[config.mk]
export PLATFORM = sky130hd
export DESIGN_NAME = pwm_timebase
export DESIGN_NICKNAME = d
export VERILOG_FILES = /design/src/rtl/pwm_pkg.sv /design/src/rtl/pwm_prescaler.sv /design/src/rtl/pwm_timebase.sv
export SDC_FILE = /design/constraint.sdc
export NUM_CORES = 1
export LEC_CHECK = 0
export BUFFER_PORTS_ARGS = -buffer_cell sky130_fd_sc_hd__buf_4
export CAP_MARGIN = 40
export CELL_PAD_IN_SITES_DETAIL_PLACEMENT = 1
export CELL_PAD_IN_SITES_GLOBAL_PLACEMENT = 2
export CORE_MARGIN = 2
export CORE_UTILIZATION = 34
export DETAILED_ROUTE_END_ITERATION = 16
export GPL_TIMING_DRIVEN = 0
export PLACE_DENSITY_LB_ADDON = 0.1
export SLEW_MARGIN = 20
export SYNTH_ARGS = -nofsm -noshare
export SYNTH_HDL_FRONTEND = slang
export SYNTH_HIERARCHICAL = 1
export SYNTH_SLANG_ARGS = --single-unit
[constraint.sdc]
create_clock -name i_clk -period 3.4 [get_ports i_clk]
set_clock_uncertainty 0.1 [all_clocks]
set_input_delay 0.68 -clock i_clk [delete_from_list [all_inputs] [get_ports i_clk]]
set_output_delay 0.68 -clock i_clk [all_outputs]
set_load 0.02 [all_outputs]
[src/rtl/pwm_pkg.sv]
// Shared encodings for the PWM timebase: counting modes and run-control states.
package pwm_pkg;

    typedef logic [1:0] pwm_mode_t;

    localparam pwm_mode_t MODE_UP     = 2'b00;
    localparam pwm_mode_t MODE_DOWN   = 2'b01;
    localparam pwm_mode_t MODE_UPDOWN = 2'b10;

    typedef enum logic {
        ST_IDLE = 1'b0,
        ST_RUN  = 1'b1
    } run_state_e;

    // Down mode starts counting down; every other mode starts counting up.
    function automatic logic start_dir(input pwm_mode_t mode);
        return (mode == MODE_DOWN);
    endfunction

endpackage

[src/rtl/pwm_prescaler.sv]
// Prescaler: counts 0..i_psc and flags o_tick on the terminal count, then wraps.
module pwm_prescaler #(
    parameter int PSC_WIDTH = 16
) (
    input  logic                 i_clk,
    input  logic                 i_rst,
    input  logic                 i_clr,
    input  logic [PSC_WIDTH-1:0] i_psc,
    output logic                 o_tick
);

    logic [PSC_WIDTH-1:0] r_cnt;

    assign o_tick = (r_cnt == i_psc);

    always_ff @(posedge i_clk) begin
        if (i_rst || i_clr) begin
            r_cnt <= '0;
        end else if (o_tick) begin
            r_cnt <= '0;
        end else begin
            r_cnt <= r_cnt + 1'b1;
        end
    end

endmodule

[src/rtl/pwm_timebase.sv]
// PWM timebase: up/down/center-aligned counter with shadowed period, prescaler,
// repetition and mode registers, software update and one-shot stop.
//
//   state   | meaning
//   ST_IDLE | stopped; counter parked, shadows track the inputs every cycle
//   ST_RUN  | counting on prescaler ticks; shadows reload only on update events
module pwm_timebase #(
    parameter int WIDTH     = 16,
    parameter int PSC_WIDTH = 16,
    parameter int RCR_WIDTH = 8
) (
    input  logic                 i_clk,
    input  logic                 i_rst,
    input  logic                 i_en,
    input  logic [1:0]           i_mode,
    input  logic                 i_one_shot,
    input  logic [WIDTH-1:0]     i_arr,
    input  logic [PSC_WIDTH-1:0] i_psc,
    input  logic [RCR_WIDTH-1:0] i_rcr,
    input  logic                 i_ug,
    output logic [WIDTH-1:0]     o_cnt_val,
    output logic                 o_dir,
    output logic                 o_ovf,
    output logic                 o_udf,
    output logic                 o_uev,
    output logic                 o_running
);
    import pwm_pkg::*;

    run_state_e           r_state, w_state_next;
    logic                 r_en_d;
    logic [WIDTH-1:0]     r_arr_act, r_cnt, w_cnt_nxt;
    logic [PSC_WIDTH-1:0] r_psc_act;
    logic [RCR_WIDTH-1:0] r_rep;
    pwm_mode_t            r_mode_act;
    logic                 r_dir, r_ovf, r_udf, r_uev;
    logic                 w_dir_nxt, w_ovf_nxt, w_udf_nxt, w_period;
    logic                 w_tick, w_idle, w_rep_done, w_load;

    pwm_prescaler #(.PSC_WIDTH(PSC_WIDTH)) u_psc (
        .i_clk  (i_clk),
        .i_rst  (i_rst),
        .i_clr  (w_idle || i_ug),
        .i_psc  (r_psc_act),
        .o_tick (w_tick)
    );

    always_ff @(posedge i_clk) begin
        if (i_rst) begin
            r_state <= ST_IDLE;
            r_en_d  <= 1'b0;
        end else begin
            r_state <= w_state_next;
            r_en_d  <= i_en;
        end
    end

    always_comb begin
        w_state_next = r_state;
        case (r_state)
            ST_IDLE: if (i_en && !r_en_d) w_state_next = ST_RUN;
            ST_RUN:  if (!i_en || (r_uev && i_one_shot)) w_state_next = ST_IDLE;
            default: w_state_next = ST_IDLE;
        endcase
    end

    // Idle values apply while parked and also on the edge that stops the counter.
    assign w_idle     = (r_state == ST_IDLE) || (w_state_next == ST_IDLE);
    assign w_rep_done = w_tick && w_period && (r_rep == '0);
    assign w_load     = w_idle || i_ug || w_rep_done;

    always_comb begin
        w_cnt_nxt = r_cnt;
        w_dir_nxt = r_dir;
        w_ovf_nxt = 1'b0;
        w_udf_nxt = 1'b0;
        case (r_mode_act)
            MODE_DOWN: begin
                if (r_cnt == '0) begin
                    w_cnt_nxt = r_arr_act;
                    w_udf_nxt = 1'b1;
                end else begin
                    w_cnt_nxt = r_cnt - 1'b1;
                end
            end
            MODE_UPDOWN: begin
                if (r_arr_act == '0) begin
                    w_cnt_nxt = '0;
                    w_dir_nxt = 1'b0;
                    w_ovf_nxt = 1'b1;
                    w_udf_nxt = 1'b1;
                end else if (!r_dir) begin
                    if (r_cnt >= r_arr_act) begin
                        w_cnt_nxt = r_cnt - 1'b1;
                        w_dir_nxt = 1'b1;
                        w_ovf_nxt = 1'b1;
                    end else begin
                        w_cnt_nxt = r_cnt + 1'b1;
                    end
                end else if (r_cnt == '0) begin
                    w_cnt_nxt = r_cnt + 1'b1;
                    w_dir_nxt = 1'b0;
                    w_udf_nxt = 1'b1;
                end else begin
                    w_cnt_nxt = r_cnt - 1'b1;
                end
            end
            default: begin
                if (r_cnt >= r_arr_act) begin
                    w_cnt_nxt = '0;
                    w_ovf_nxt = 1'b1;
                end else begin
                    w_cnt_nxt = r_cnt + 1'b1;
                end
            end
        endcase
        w_period = (r_mode_act == MODE_DOWN || r_mode_act == MODE_UPDOWN) ? w_udf_nxt : w_ovf_nxt;
    end

    always_ff @(posedge i_clk) begin
        if (i_rst) begin
            r_arr_act  <= '0;
            r_psc_act  <= '0;
            r_mode_act <= MODE_UP;
        end else if (w_load) begin
            r_arr_act  <= i_arr;
            r_psc_act  <= i_psc;
            r_mode_act <= i_mode;
        end
    end

    always_ff @(posedge i_clk) begin
        if (i_rst) begin
            r_cnt <= '0;
            r_dir <= 1'b0;
            r_rep <= '0;
            r_ovf <= 1'b0;
            r_udf <= 1'b0;
            r_uev <= 1'b0;
        end else begin
            r_ovf <= 1'b0;
            r_udf <= 1'b0;
            r_uev <= 1'b0;
            if (w_idle) begin
                r_cnt <= '0;
                r_dir <= start_dir(i_mode);
                r_rep <= i_rcr;
            end else if (i_ug) begin
                r_cnt <= (i_mode == MODE_DOWN) ? i_arr : '0;
                r_dir <= start_dir(i_mode);
                r_rep <= i_rcr;
                r_uev <= 1'b1;
            end else if (w_tick) begin
                r_cnt <= w_cnt_nxt;
                r_dir <= w_dir_nxt;
                r_ovf <= w_ovf_nxt;
                r_udf <= w_udf_nxt;
                if (w_period) begin
                    if (r_rep == '0) begin
                        r_rep <= i_rcr;
                        r_uev <= 1'b1;
                    end else begin
                        r_rep <= r_rep - 1'b1;
                    end
                end
            end
        end
    end

    assign o_cnt_val = r_cnt;
    assign o_dir     = r_dir;
    assign o_ovf     = r_ovf;
    assign o_udf     = r_udf;
    assign o_uev     = r_uev;
    assign o_running = (r_state == ST_RUN);

endmodule
==> flow_metrics.env, run 1 <==
export IMPL_cp_end_kind="flip-flop"
export IMPL_dp_cells=1036
export IMPL_ys_warnings_count=6
export IMPL_cts_buffer_depth=2
export IMPL_synth_top_cells_by_area="sky130_fd_sc_hd__dfxtp_1, sky130_fd_sc_hd__nand2_1, sky130_fd_sc_hd__a21oi_1, sky130_fd_sc_hd__xnor2_1, sky130_fd_sc_hd__ha_1"
export IMPL_first_global_vias=6213
export IMPL_place_port_buffers=67
export IMPL_area_growth_synth_to_finish_pct=20.1
export IMPL_initial_drc_count=387
export IMPL_synth_net_count=823
export IMPL_post_synth_cell_area_avg_um2=7.35
export IMPL_synth_lib_cells_used_distinct=68
export IMPL_power_density_mw_per_mm2=363
export IMPL_antenna_diode_count=0
export IMPL_run_status="complete, no violations"
export IMPL_groute_layer_met3_usage_pct=4.17
export IMPL_grt_setup_unrepaired="no"
export IMPL_ys_seq_area_share_pct=29.0
export IMPL_hold_viol=0
export IMPL_worst_endpoint_arrival_ns=3.30
export IMPL_groute_layer_met1_usage_pct=35.6
export IMPL_cts_htree_levels=3
export IMPL_r2r_start="o_cnt_val[0]"
export IMPL_dr_drc_count=0
export IMPL_timing_critical_path_to="o_cnt_val[8]"
export IMPL_via_per_inst=5.76
export IMPL_fin_ws_ns=0.270
export IMPL_use_met2_pct=40.0
export IMPL_timing_critical_path_fanout_max=10
export IMPL_final_power_mw=2.41
export IMPL_detail_route_first_pass_iterations=5
export IMPL_syn_area_mm2=0.00553
export IMPL_detailed_placement_hpwl_mm=17.0
export IMPL_die_y_um=131
export IMPL_netlist_instances=752
export IMPL_design_portCount=68
export IMPL_ant_nets_after_route=0
export IMPL_avgRoutedWirePerCell_um=21.0
export IMPL_portion_of_synthesized_cell_area_occupied_by_the_leading_cell_type_pct=29.0
export IMPL_grt_start_max_net_pins=17
export IMPL_hp_class="reg -> reg"
export IMPL_vdd_ir_drop_max_mv=0.242
export IMPL_grt_usage_pct=25.6
export IMPL_place_worst_setup_slack_ns=-0.393
export IMPL_clock_tree_root_cell="sky130_fd_sc_hd__clkbuf_16"
export IMPL_tritoncts_num_buffers=9
export IMPL_finish_net_count=902
export IMPL_r2r_slack_ns=0.27
export IMPL_grt_first_pass_wirelength_mm=35.0
export IMPL_final_layout_size_suffix_gt1_share_pct=15.8
export IMPL_num_rows=46
export IMPL_worst_r2r_path_depth=12
export IMPL_slew_viol_final=0
export IMPL_path_clk_slew_ns=0.07
export IMPL_rr_endpoint="o_cnt_val[8]"
export IMPL_grt_overflow_total=0
export IMPL_final_design_area_no_fill_mm2=0.00664
export IMPL_worst_ep_required_time_ns=3.57
export IMPL_antenna_found_initial=0
export IMPL_worstSetupStartpointType="flip-flop"
export IMPL_yosysTopAreaCell="sky130_fd_sc_hd__dfxtp_1"
export IMPL_synth_edf_count=0
export IMPL_finalWorstPathRequiredPeriod_ns=3.13
export IMPL_detailed_place_area_mm2=0.00631
export IMPL_number_of_sinks_driven_by_the_clock_tree=80
export IMPL_gpl_final_weighted_congestion=0.932
export IMPL_cp_startpoint="o_cnt_val[0]"
export IMPL_globalRoute_busiestLayer="met2"
export IMPL_setup_viol_count_final=0
export IMPL_clkLatencyLatePin_ns=0.35
export IMPL_die_area_mm2=0.0173
export IMPL_ratio_of_final_minimum_period_to_clock_period_pct=92.1
export IMPL_cap_viol_max_count=0
export IMPL_start_util_pct=34.8
export IMPL_achievable_frequency_mhz=319
export IMPL_design_core_area_mm2=0.0159
export IMPL_slew_limit_headroom_pct=48.0
export IMPL_worst_setup_path_type="reg -> reg"
export IMPL_synth_main_ff_cell="sky130_fd_sc_hd__dfxtp_1"
export IMPL_leakage_power_nw=2.63
export IMPL_synthArstFlopShare_pct=0
export IMPL_route_vias_total=6062
export IMPL_max_slew_worst_pin_slew_ns=0.779
export IMPL_tritoncts="yes"
export IMPL_finalNonFillerCells=1052
export IMPL_die_width_um=131
export IMPL_postSynthRegisterBits=80
export IMPL_finalSetupTns_ns=0
export IMPL_route_final_wire_length_mm=22.0
## synth_stat cells (all sizes together) (22+ instances only)
cell type,count
a21oi,81
buf,22
clkbuf,31
dfxtp,80
ha,24
inv,29
nand2,137
nand3,30
nor2,36
nor3,34
o21ai,47
xnor2,38
## flip-flops by register name, indices dropped and copies added, names as in the netlist
signal       count
o_dir            1
o_running        1
u_psc/r_cnt     16
o_cnt_val       16
o_ovf            1
r_arr_act       16
r_mode_act       2
r_en_d           1
r_rep            8
o_udf            1
o_uev            1
r_psc_act       16
## layer usage
layer | wire length, um | part of all wire, % | vias up
li1 | - | - | 2838
met1 | 10300 | 47 | 2976
met2 | 9930 | 45 | 206
met3 | 1180 | 5.3 | 42
met4 | 594 | 2.7 | 0
met5 | 0 | 0 | -
## how the worst min path moves through the flow
stage                     to  cells after the start  slack [ns]          start
3_3_place_gp   r_psc_act[15]                      2        0.36  r_psc_act[15]
4_1_cts         r_psc_act[7]                      2        0.38   r_psc_act[7]
5_1_grt         r_psc_act[3]                      2        0.40   r_psc_act[3]
6_report        r_psc_act[3]                      2        0.38   r_psc_act[3]
3_5_place_dp    r_psc_act[7]                      2        0.37   r_psc_act[7]
2_1_floorplan   r_psc_act[0]                      2        0.35   r_psc_act[0]
## placed cells by master (no fill, tap or decap), types with 4 or more instances in the layout
cell / count
sky130_fd_sc_hd__o211ai_1: 7
sky130_fd_sc_hd__o2111ai_1: 4
sky130_fd_sc_hd__xnor2_1: 38
sky130_fd_sc_hd__xor2_1: 17
sky130_fd_sc_hd__or3_1: 9
sky130_fd_sc_hd__inv_6: 4
sky130_fd_sc_hd__o22ai_1: 4
sky130_fd_sc_hd__a31oi_1: 10
sky130_fd_sc_hd__o21ai_1: 5
sky130_fd_sc_hd__nand3_1: 29
sky130_fd_sc_hd__ha_1: 24
sky130_fd_sc_hd__a21oi_1: 79
sky130_fd_sc_hd__clkbuf_16: 9
sky130_fd_sc_hd__dfxtp_1: 79
sky130_fd_sc_hd__nor2_1: 36
sky130_fd_sc_hd__clkbuf_1: 29
sky130_fd_sc_hd__inv_1: 29
sky130_fd_sc_hd__nor4_1: 12
sky130_fd_sc_hd__a211oi_1: 11
sky130_fd_sc_hd__nand2_1: 137
sky130_fd_sc_hd__buf_4: 75
sky130_fd_sc_hd__and3_1: 4
sky130_fd_sc_hd__o21ai_0: 40
sky130_fd_sc_hd__nand4_1: 16
sky130_fd_sc_hd__nor3_1: 34
sky130_fd_sc_hd__or2_2: 4
sky130_fd_sc_hd__buf_2: 13
## layout make-up
class	instances	area, um2
fill	2003	9250
multi-input combinational	590	3610
sequential	80	1600
timing repair buffer	69	522
tap	216	270
buffer	52	239
clock buffer	9	225
inverter	29	109
clock inverter	7	60.1
## power breakdown
part	switching (mW)	internal, mW	leakage (nW)	total, mW
registers	0.0436	0.972	0.657	1.02
clock network	0.442	0.508	0.137	0.950
logic	0.279	0.164	1.83	0.443
total	0.765	1.64	2.63	2.41
## cells by family (layout without fill, tap and decap cells)
logic type / after synthesis / count (layout) / synth area share, %
adders and majority gates: 24 / 24 / 5.43
DFF: 80 / 80 / 29.0
muxes: 5 / 5 / 0.973
xor gates and xnor gates: 55 / 55 / 8.72
AOI/OAI and AO/OA: 200 / 200 / 22.5
buffers and inverters: 82 / 166 / 6.29
and+or+nand+nor: 306 / 306 / 27.1
## critical path, stage by stage (launching register included)
cell	delay, ns
sky130_fd_sc_hd__dfxtp_2	0.45
sky130_fd_sc_hd__inv_1	0.16
sky130_fd_sc_hd__ha_1	0.33
sky130_fd_sc_hd__nor2b_1	0.10
sky130_fd_sc_hd__o21ai_0	0.12
sky130_fd_sc_hd__a21oi_2	0.38
sky130_fd_sc_hd__o21a_1	0.18
sky130_fd_sc_hd__buf_2	0.23
sky130_fd_sc_hd__clkbuf_2	0.35
sky130_fd_sc_hd__nand2_1	0.16
sky130_fd_sc_hd__a21oi_1	0.19
sky130_fd_sc_hd__o22ai_1	0.11
sky130_fd_sc_hd__nor3_1	0.19
## what timing repair did
item,4_1_cts,5_1_grt
buffers inserted,0,1
pin swaps,0,1
setup endpoints to repair,50,46
hold buffers,0,0
gates resized for setup,7,4
## metrics by stage
stage          utilization, %  hold slack [ns]
2_1_floorplan               -            0.350
3_3_place_gp             39.7            0.360
3_5_place_dp             39.7            0.370
4_1_cts                  41.6            0.379
5_1_grt                  41.8            0.403
6_report                 41.8            0.376
Power figures use the tool's default switching activity.
==> run 2, diff against run 1 <==
Settings changed: CORE_UTILIZATION 34 to 36.
Clock period 3.4 ns to 3.9 ns, I/O delays scaled along.
==> run 2 against run 1 <==
Net effect: critical path type unchanged; critical path depth is 1 lower; final cell count is 2.6% lower; total power is 14% lower; routed wire length hardly changed; sequential share of layout area is 0.29 points higher; critical endpoint is now o_cnt_val[2]; combinational power is 13% lower; sequential power is 13% lower; flip-flop and latch count stayed put; largest power group unchanged.
==> flow_metrics.env, run 2 (synthesis gave the netlist of run 1 again) <==
export IMPL_cp_common_cell="sky130_fd_sc_hd__a21oi_1"
export IMPL_power_density_mw_per_mm2=314
export IMPL_grt_first_pass_wirelength_mm=34.2
export IMPL_tritoncts="yes"
export IMPL_grt_usage_pct=27.3
export IMPL_critical_path_cell_list="inv_1 > ha_1 > nor2b_1 > o21ai_0 > a21oi_1 > o21a_1 > buf_2 > clkbuf_1 > a21oi_1 > or3_1 > nand3_1"
export IMPL_place_port_buffers=67
export IMPL_finalWorstPathRequiredPeriod_ns=3.65
export IMPL_dr_drc_count=0
export IMPL_max_slew_worst_pin_slew_ns=0.885
export IMPL_die_area_mm2=0.0164
export IMPL_setup_viol_count_final=0
export IMPL_worst_setup_path_type="reg -> reg"
export IMPL_finish_net_count=904
export IMPL_path_clk_slew_ns=0.06
export IMPL_leakage_power_nw=2.62
export IMPL_cp_end_kind="flip-flop"
export IMPL_initial_drc_count=426
export IMPL_slew_limit_headroom_pct=40.6
export IMPL_worst_ep_required_time_ns=4.09
export IMPL_seqCellArea_mm2=0.00160
export IMPL_critical_path_max_stage_delay_ns=0.63
export IMPL_cap_viol_max_count=0
export IMPL_route_final_wire_length_mm=22.1
export IMPL_design_core_area_mm2=0.0151
export IMPL_mostFrequentLayoutCells="sky130_fd_sc_hd__nand2_1, sky130_fd_sc_hd__a21oi_1, sky130_fd_sc_hd__dfxtp_1, sky130_fd_sc_hd__buf_4, sky130_fd_sc_hd__o21ai_0"
export IMPL_achievable_frequency_mhz=274
export IMPL_cts_buffer_depth=2
export IMPL_num_rows=45
export IMPL_worst_endpoint_arrival_ns=3.84
export IMPL_ant_nets_after_route=0
export IMPL_via_per_inst=5.90
export IMPL_clock_tree_root_cell="sky130_fd_sc_hd__clkbuf_16"
export IMPL_worstSetupStartpointType="flip-flop"
export IMPL_grt_setup_unrepaired="no"
export IMPL_cts_htree_levels=3
export IMPL_detail_route_first_pass_iterations=5
export IMPL_run_status="complete, no violations"
export IMPL_antenna_found_initial=0
export IMPL_multi_input_area_mm2=0.00358
export IMPL_slew_viol_final=0
export IMPL_grt_overflow_total=0
export IMPL_timing_critical_path_fanout_max=10
export IMPL_vdd_ir_drop_max_mv=0.223
export IMPL_finalSetupTns_ns=0
export IMPL_area_growth_synth_to_finish_pct=18.6
export IMPL_design_portCount=68
export IMPL_start_util_pct=36.6
export IMPL_filler_cell_count=1953
export IMPL_detailed_placement_hpwl_mm=16.8
export IMPL_antenna_diode_count=0
export IMPL_final_layout_size_suffix_gt1_share_pct=15.2
export IMPL_tritoncts_num_buffers=9
export IMPL_most_frequent_standard_cell_in_the_layout_excluding_fill_and_tap_cells="sky130_fd_sc_hd__nand2_1"
export IMPL_ratio_of_final_minimum_period_to_clock_period_pct=93.7
export IMPL_clkLatencyLatePin_ns=0.35
export IMPL_final_power_mw=2.06
export IMPL_avgRoutedWirePerCell_um=21.5
export IMPL_hold_viol=0
export IMPL_number_of_sinks_driven_by_the_clock_tree=80
export IMPL_critical_path_slowest_cell="sky130_fd_sc_hd__clkbuf_1"
export IMPL_hp_class="reg -> reg"
export IMPL_first_global_vias=6121
export IMPL_die_width_um=128
export IMPL_route_vias_total=6043
export IMPL_die_y_um=128
export IMPL_grt_start_max_net_pins=14
export IMPL_gpl_final_weighted_congestion=0.926
[run 2: timing repair]
action / 4_1_cts / 5_1_grt
setup endpoints to repair: 0 / 16
buffers inserted: 0 / 2
hold buffers: 0 / 0
resized for setup: 0 / 4
[run 2: per-layer routing]
metal,wire (um),global-route usage (%)
met1,10200,37.6
met2,9860,42.9
met3,1350,3.76
met4,652,11.4
met5,0,0
[run 2: layout make-up]
class | count | area share (%)
plain buffers | 53 | 3.66
clock inverters | 5 | 0.534
well taps | 188 | 3.59
repair buffers | 70 | 8.02
clock buffers | 10 | 3.49
multi-input cells | 590 | 54.6
inverters | 29 | 1.66
flip-flops and latches | 80 | 24.4
[run 2: power by group]
part	total (mW)	switching, mW	leakage [nW]	internal, mW
clock network	0.790	0.361	0.128	0.428
logic	0.384	0.243	1.83	0.141
registers	0.886	0.0381	0.657	0.848
total	2.06	0.643	2.62	1.42
[run 2: critical path: cells and delay by family, from the launching register on]
kind / cells / cell delay, ns
buffers and inverters: 3 / 1.03
AOI/OAI and AO/OA: 4 / 0.99
and+or+nand+nor: 3 / 0.60
DFF: 1 / 0.55
adders and majority gates: 1 / 0.33
[run 2: through the flow]
stage          setup slack, ns  hold slack, ns  util [%]  cell area (um2)  instances
4_1_cts                 0.0273           0.375      43.3             6540       1023
6_report                 0.246           0.369      43.4             6560       1025
2_1_floorplan             1.11           0.350         -             5530        752
3_5_place_dp            0.0640           0.366      41.6             6270       1008
3_3_place_gp            0.0929           0.360      41.5             6260       1007
5_1_grt                 0.0295           0.396      43.4             6560       1025
[run 2: worst paths after layout]
path / start / end / slack (ns) / cells past startpoint
worst min-delay path: r_psc_act[15] / r_psc_act[15] / 0.37 / 2
worst max register to register: o_cnt_val[0] / o_cnt_val[2] / 0.25 / 11
worst min register to register: r_psc_act[15] / r_psc_act[15] / 0.37 / 2
worst max-delay path: o_cnt_val[0] / o_cnt_val[2] / 0.25 / 11
